**config.mk**
```make
export PLATFORM = sky130hd
export DESIGN_NAME = rtd_stimulus
export DESIGN_NICKNAME = d
export VERILOG_FILES = /design/src/rtl/rtd_stimulus.sv
export SDC_FILE = /design/constraint.sdc
export NUM_CORES = 1
export LEC_CHECK = 0
export CAP_MARGIN = 10
export CORE_ASPECT_RATIO = 0.8
export CORE_MARGIN = 2
export CORE_UTILIZATION = 45
export DETAILED_ROUTE_END_ITERATION = 7
export DONT_BUFFER_PORTS = 1
export SETUP_SLACK_MARGIN = 0.15
export SYNTH_ARGS = -nofsm -noshare
export SYNTH_HDL_FRONTEND = slang
export SYNTH_SLANG_ARGS = --single-unit
```
**constraint.sdc**
```tcl
create_clock -name clk -period 9.85 [get_ports clk]
set_input_delay 1.97 -clock clk [delete_from_list [all_inputs] [get_ports clk]]
set_output_delay 1.97 -clock clk [all_outputs]
set_load 0.05 [all_outputs]
```
**src/rtl/rtd_stimulus.sv**
```systemverilog
// rtl/rtd_stimulus.sv - reaction-time stimulus generator: random delay, w pulse, button supervision
module rtd_stimulus #(
    parameter int          TICK_DIV     = 100000,
    parameter int          MIN_DELAY_MS = 1000,
    parameter int          RANGE_BITS   = 11,
    parameter int          TIMEOUT_MS   = 2000,
    parameter logic [15:0] LFSR_SEED    = 16'hACE1
) (
    input  logic        clk,
    input  logic        rst,
    input  logic        start,
    input  logic        bt,
    output logic        w,
    output logic        busy,
    output logic        false_start,
    output logic        done,
    output logic        timeout,
    output logic [15:0] cur_delay,
    output logic [2:0]  state
);

    typedef enum logic [2:0] {
        S_IDLE  = 3'd0,
        S_WAIT  = 3'd1,
        S_FIRE  = 3'd2,
        S_HOLD  = 3'd3,
        S_FAULT = 3'd4
    } state_t;

    // An all-zero Galois LFSR would lock up, so a zero seed is replaced.
    localparam logic [15:0]   SEED       = (LFSR_SEED == 16'h0000) ? 16'h0001 : LFSR_SEED;
    localparam int            PW         = (TICK_DIV > 1) ? $clog2(TICK_DIV) : 1;
    localparam logic [PW-1:0] PRESC_LAST = PW'(TICK_DIV - 1);
    localparam logic [15:0]   MIN_V      = 16'(MIN_DELAY_MS);
    localparam logic [15:0]   TIMEOUT_V  = 16'(TIMEOUT_MS);

    if ((MIN_DELAY_MS + (1 << RANGE_BITS) - 1 > 65535) || (TIMEOUT_MS > 65535) ||
        (TICK_DIV < 1) || (RANGE_BITS < 1) || (RANGE_BITS > 16)) begin : g_param_check
        $error("rtd_stimulus: delay or timeout does not fit the 16-bit ms counter");
    end

    state_t        cur_st, nxt_st;
    logic          start_s1, start_s2, start_s3;
    logic          bt_s1, bt_s2;
    logic          start_rise, pressed;
    logic [15:0]   lfsr;
    logic [15:0]   rnd_ms;
    logic [PW-1:0] presc;
    logic [15:0]   ms_cnt, ms_inc;
    logic          tick, delay_hit, timeout_hit;
    logic          load_delay, done_nxt, timeout_nxt;

    // Two-flop synchronizers; start keeps one extra stage for edge detection.
    always_ff @(posedge clk or negedge rst) begin
        if (!rst) begin
            start_s1 <= 1'b0;
            start_s2 <= 1'b0;
            start_s3 <= 1'b0;
            bt_s1    <= 1'b0;
            bt_s2    <= 1'b0;
        end else begin
            start_s1 <= start;
            start_s2 <= start_s1;
            start_s3 <= start_s2;
            bt_s1    <= bt;
            bt_s2    <= bt_s1;
        end
    end

    assign start_rise = start_s2 & ~start_s3;
    assign pressed    = ~bt_s2;

    // Free-running Galois LFSR, x^16+x^14+x^13+x^11+1, stepping every cycle.
    always_ff @(posedge clk or negedge rst) begin
        if (!rst) begin
            lfsr <= SEED;
        end else begin
            lfsr <= {1'b0, lfsr[15:1]} ^ (lfsr[0] ? 16'hB400 : 16'h0000);
        end
    end

    assign rnd_ms = 16'(lfsr[RANGE_BITS-1:0]);

    assign tick        = (presc == PRESC_LAST);
    assign ms_inc      = (ms_cnt == 16'hFFFF) ? ms_cnt : ms_cnt + 16'd1;
    // Expiry is judged on the wrapping tick so N ms lasts exactly N*TICK_DIV cycles.
    assign delay_hit   = tick && (ms_inc >= cur_delay);
    assign timeout_hit = tick && (ms_inc >= TIMEOUT_V);

    // ms timebase, restarted from zero whenever the FSM changes state.
    always_ff @(posedge clk or negedge rst) begin
        if (!rst) begin
            presc  <= '0;
            ms_cnt <= 16'd0;
        end else if (nxt_st != cur_st) begin
            presc  <= '0;
            ms_cnt <= 16'd0;
        end else if (tick) begin
            presc  <= '0;
            ms_cnt <= ms_inc;
        end else begin
            presc  <= presc + 1'b1;
        end
    end

    // State register.
    always_ff @(posedge clk or negedge rst) begin
        if (!rst) begin
            cur_st <= S_IDLE;
        end else begin
            cur_st <= nxt_st;
        end
    end

    // Next-state and event decode; a press always wins over a coincident expiry.
    always_comb begin
        nxt_st      = cur_st;
        load_delay  = 1'b0;
        done_nxt    = 1'b0;
        timeout_nxt = 1'b0;
        case (cur_st)
            S_IDLE: begin
                if (start_rise && !pressed) begin
                    nxt_st     = S_WAIT;
                    load_delay = 1'b1;
                end
            end
            S_WAIT: begin
                if (pressed) begin
                    nxt_st = S_FAULT;
                end else if (delay_hit) begin
                    nxt_st = S_FIRE;
                end
            end
            S_FIRE: begin
                nxt_st = S_HOLD;
            end
            S_HOLD: begin
                if (pressed) begin
                    nxt_st   = S_IDLE;
                    done_nxt = 1'b1;
                end else if (timeout_hit) begin
                    nxt_st      = S_IDLE;
                    timeout_nxt = 1'b1;
                end
            end
            S_FAULT: begin
                if (start_rise && !pressed) begin
                    nxt_st     = S_WAIT;
                    load_delay = 1'b1;
                end
            end
            default: begin
                nxt_st = S_IDLE;
            end
        endcase
    end

    // Registered, glitch-free outputs aligned with the state they describe.
    always_ff @(posedge clk or negedge rst) begin
        if (!rst) begin
            w           <= 1'b0;
            false_start <= 1'b0;
            done        <= 1'b0;
            timeout     <= 1'b0;
            cur_delay   <= 16'd0;
        end else begin
            w           <= (nxt_st == S_FIRE);
            false_start <= (nxt_st == S_FAULT);
            done        <= done_nxt;
            timeout     <= timeout_nxt;
            if (load_delay) begin
                cur_delay <= MIN_V + rnd_ms;
            end
        end
    end

    assign busy  = (cur_st == S_WAIT) || (cur_st == S_FIRE) || (cur_st == S_HOLD);
    assign state = cur_st;

endmodule

```
==> out/metrics.cfg <==
[routing]
dr.first_iter.drc_count = 248
drc = 0
routed_wl_mm = 8.27
vias = 2836
viasPerCell = 5.47
dr.pass1.iters = 4
routedWlPerCell_um = 16.0
drtAntennaViolNets = 0

[sta]
relSlewSlack_pct = 34.6
rsz0062_at_grt = no
finalClockSkew_ps = 16.7
finalSetupViolCount = 0
finalCritPeriodShare_pct = 42.2
finalSetupTns_ps = 0
layout_setup_ws_ps = 5690
max_slew.worst_pin.slew_ps = 978
fin_crit_ps = 4160
hold_viol = 0
drv_slew = 0
max_freq_ghz = 0.241

[critical_path]
cp.required_ps = 7880
worstPathArrival_ps = 2190
r2r_slack_ps = 5920
end_kind = output pin
worstSetupStartpointType = register
crit_chain = nor2_1 > nor2_1
path_class = register to output pin
critPathMaxFanout = 16
reg2reg_from = ms_cnt[0]
crit_buf_inv = 0
timing.rr.end = ms_cnt[1]
worst_path_max_delay_cell = dfrtp_1
slowest_delay_ps = 880
crit_top_cell = nor2_1
r2r_cells = 14
critical_path.top_delay_family = simple AND/OR/NAND/NOR gates

[floorplan]
io_pins = 28
start_util_pct = 46.4
fp-row-count = 30
dieHeight_um = 87.7
die_area_mm2 = 0.00952
coreArea_mm2 = 0.00848
die_x_um = 109

[yosys]
synth_most_common_cell = dfrtp_1
yosys-top-cells-area = dfrtp_1 (41%), dfstp_2 (5.3%), nor2_1 (5.0%)
avgSynthCellArea_um2 = 9.66
syn_area_mm2 = 0.00394
synth_top_area_cell = dfrtp_1
postSynth.asyncResetShare_pct = 100
yosys-top-cells-count = dfrtp_1 (65), nor2_1 (53), nand2_1 (30)
synthDistinctLibCells = 60
yosys_warnings = 0
synth.top_cell.area_share_pct = 41.3
seq_area_frac_synth_pct = 46.6
yosys_most_used_dff = dfrtp_1
syn_inst = 408
yosys_register_bits = 73
synth_enable_flop_cells = 0

[power_and_ir_drop]
ir_drop_v = 0.000112
powerDensity_mw_per_mm2 = 151
power_leakage_nw = 1.88

[cells_and_area]
diodes = 0
fin_nets = 420
drive_gt1_share_pct = 10.8
areaGrowthSynthToFinish_pct = 6.38

[hold_path]
holdPathStages = 0
hp-class = register to register
min_to = lfsr[11]
min_from = lfsr[12]

[run_status]
status = finished, final reports clean

[placement]
portBuffers = 0
dp_hpwl_mm = 5.80
place_ws_ps = 5940
place.gp.congestion = 0.847

[clocking]
clock_sinks = 73
postCtsHoldBufs = 0
post-cts-setup-buffers = 0
htree_levels = 3
clk_path_buf_depth = 2
clk_pin_slew_ps = 70
root_buffer = clkbuf_8
cts_buffers = 9
clock_latency_ps = 360
cts_tree = built
cts.repair.resized = 0

[global_route]
groute.usage.overall_pct = 18.9
antenna_found_initial = 0
grt_pass1_wl_mm = 13.8
grt_max_degree = 74
grt-ovfl-total = 0
grt_pass1_vias = 2657

[job]
drv_cap = 0

-- cell families (layout without fill, tap and decap cells) --
kind of cell | count (synthesis) | in the layout | synth area share, %
fa+ha+maj | 15 | 15 | 4.76
mux | 11 | 11 | 2.95
compound gates | 49 | 49 | 7.72
other cells | 1 | 4 | 0.0952
flops | 73 | 73 | 46.6
xor+xnor | 39 | 39 | 8.86
buf+inv | 39 | 34 | 4.79
simple gates | 181 | 181 | 24.2
-- how the worst max path moves through the flow --
stage | to | depth (start not counted) | slack [ps] | from
4_1_cts | busy | 2 | 5670 | state[1]
5_1_grt | ms_cnt[1] | 14 | 5530 | ms_cnt[0]
3_3_place_gp | ms_cnt[1] | 14 | 6010 | ms_cnt[0]
2_1_floorplan | busy | 3 | 6170 | state[0]
6_report | busy | 2 | 5690 | state[1]
3_5_place_dp | ms_cnt[1] | 14 | 5940 | ms_cnt[0]
-- registers in the layout (all words and copies together), names as in the netlist, 3 cells and up --
name and flops:
cur_delay 12, lfsr 16, ms_cnt 16, presc 17, state 3
-- layout make-up --
type	count	area, µm²
fill	816	4290
clock buffer	13	149
clock inverter	3	65.1
timing repair buffer	2	15.0
sequential	73	1840
tap	112	140
multi-input combinational	299	1930
inverter	16	60.1
-- routing by layer --
metal / vias up / part of all wire [%] / track usage [%] / wire (µm)
met4: 0 / 0.95 / 4.66 / 79
met3: 7 / 6.1 / 7.07 / 504
met5: - / 0 / 0 / 0
met1: 1375 / 51 / 28.2 / 4230
met2: 69 / 42 / 25.9 / 3460
li1: 1385 / - / - / -
-- stage by stage --
stage               utilization, %  cell area (µm²)  hold slack, ps  power (W)  cells
global route                  49.4             4190             372   0.000661    518
finish                        49.4             4190             357   0.000633    518
floorplan                        -             3950             331   0.000372    411
global placement              46.9             3980             333   0.000380    502
CTS                           49.4             4190             355   0.000641    518
detailed placement            46.9             3980             338   0.000381    502
-- report_power, final --
group | total (W) | internal [W] | switching (W)
logic | 0.0000356 | 0.0000123 | 0.0000232
registers | 0.000340 | 0.000312 | 0.0000281
clock network | 0.000258 | 0.000150 | 0.000108
-- cell usage in the layout (no fill, tap or decap), types with 11 or more instances in the layout --
cell type,n
dfrtp_1,65
nor2_1,53
nand2_1,30
nor3_1,27
a21oi_1,20
xor2_1,20
nand3_1,18
xnor2_1,18
inv_1,15
ha_1,15
o21ai_0,11
(Power assumes the default switching activity.)
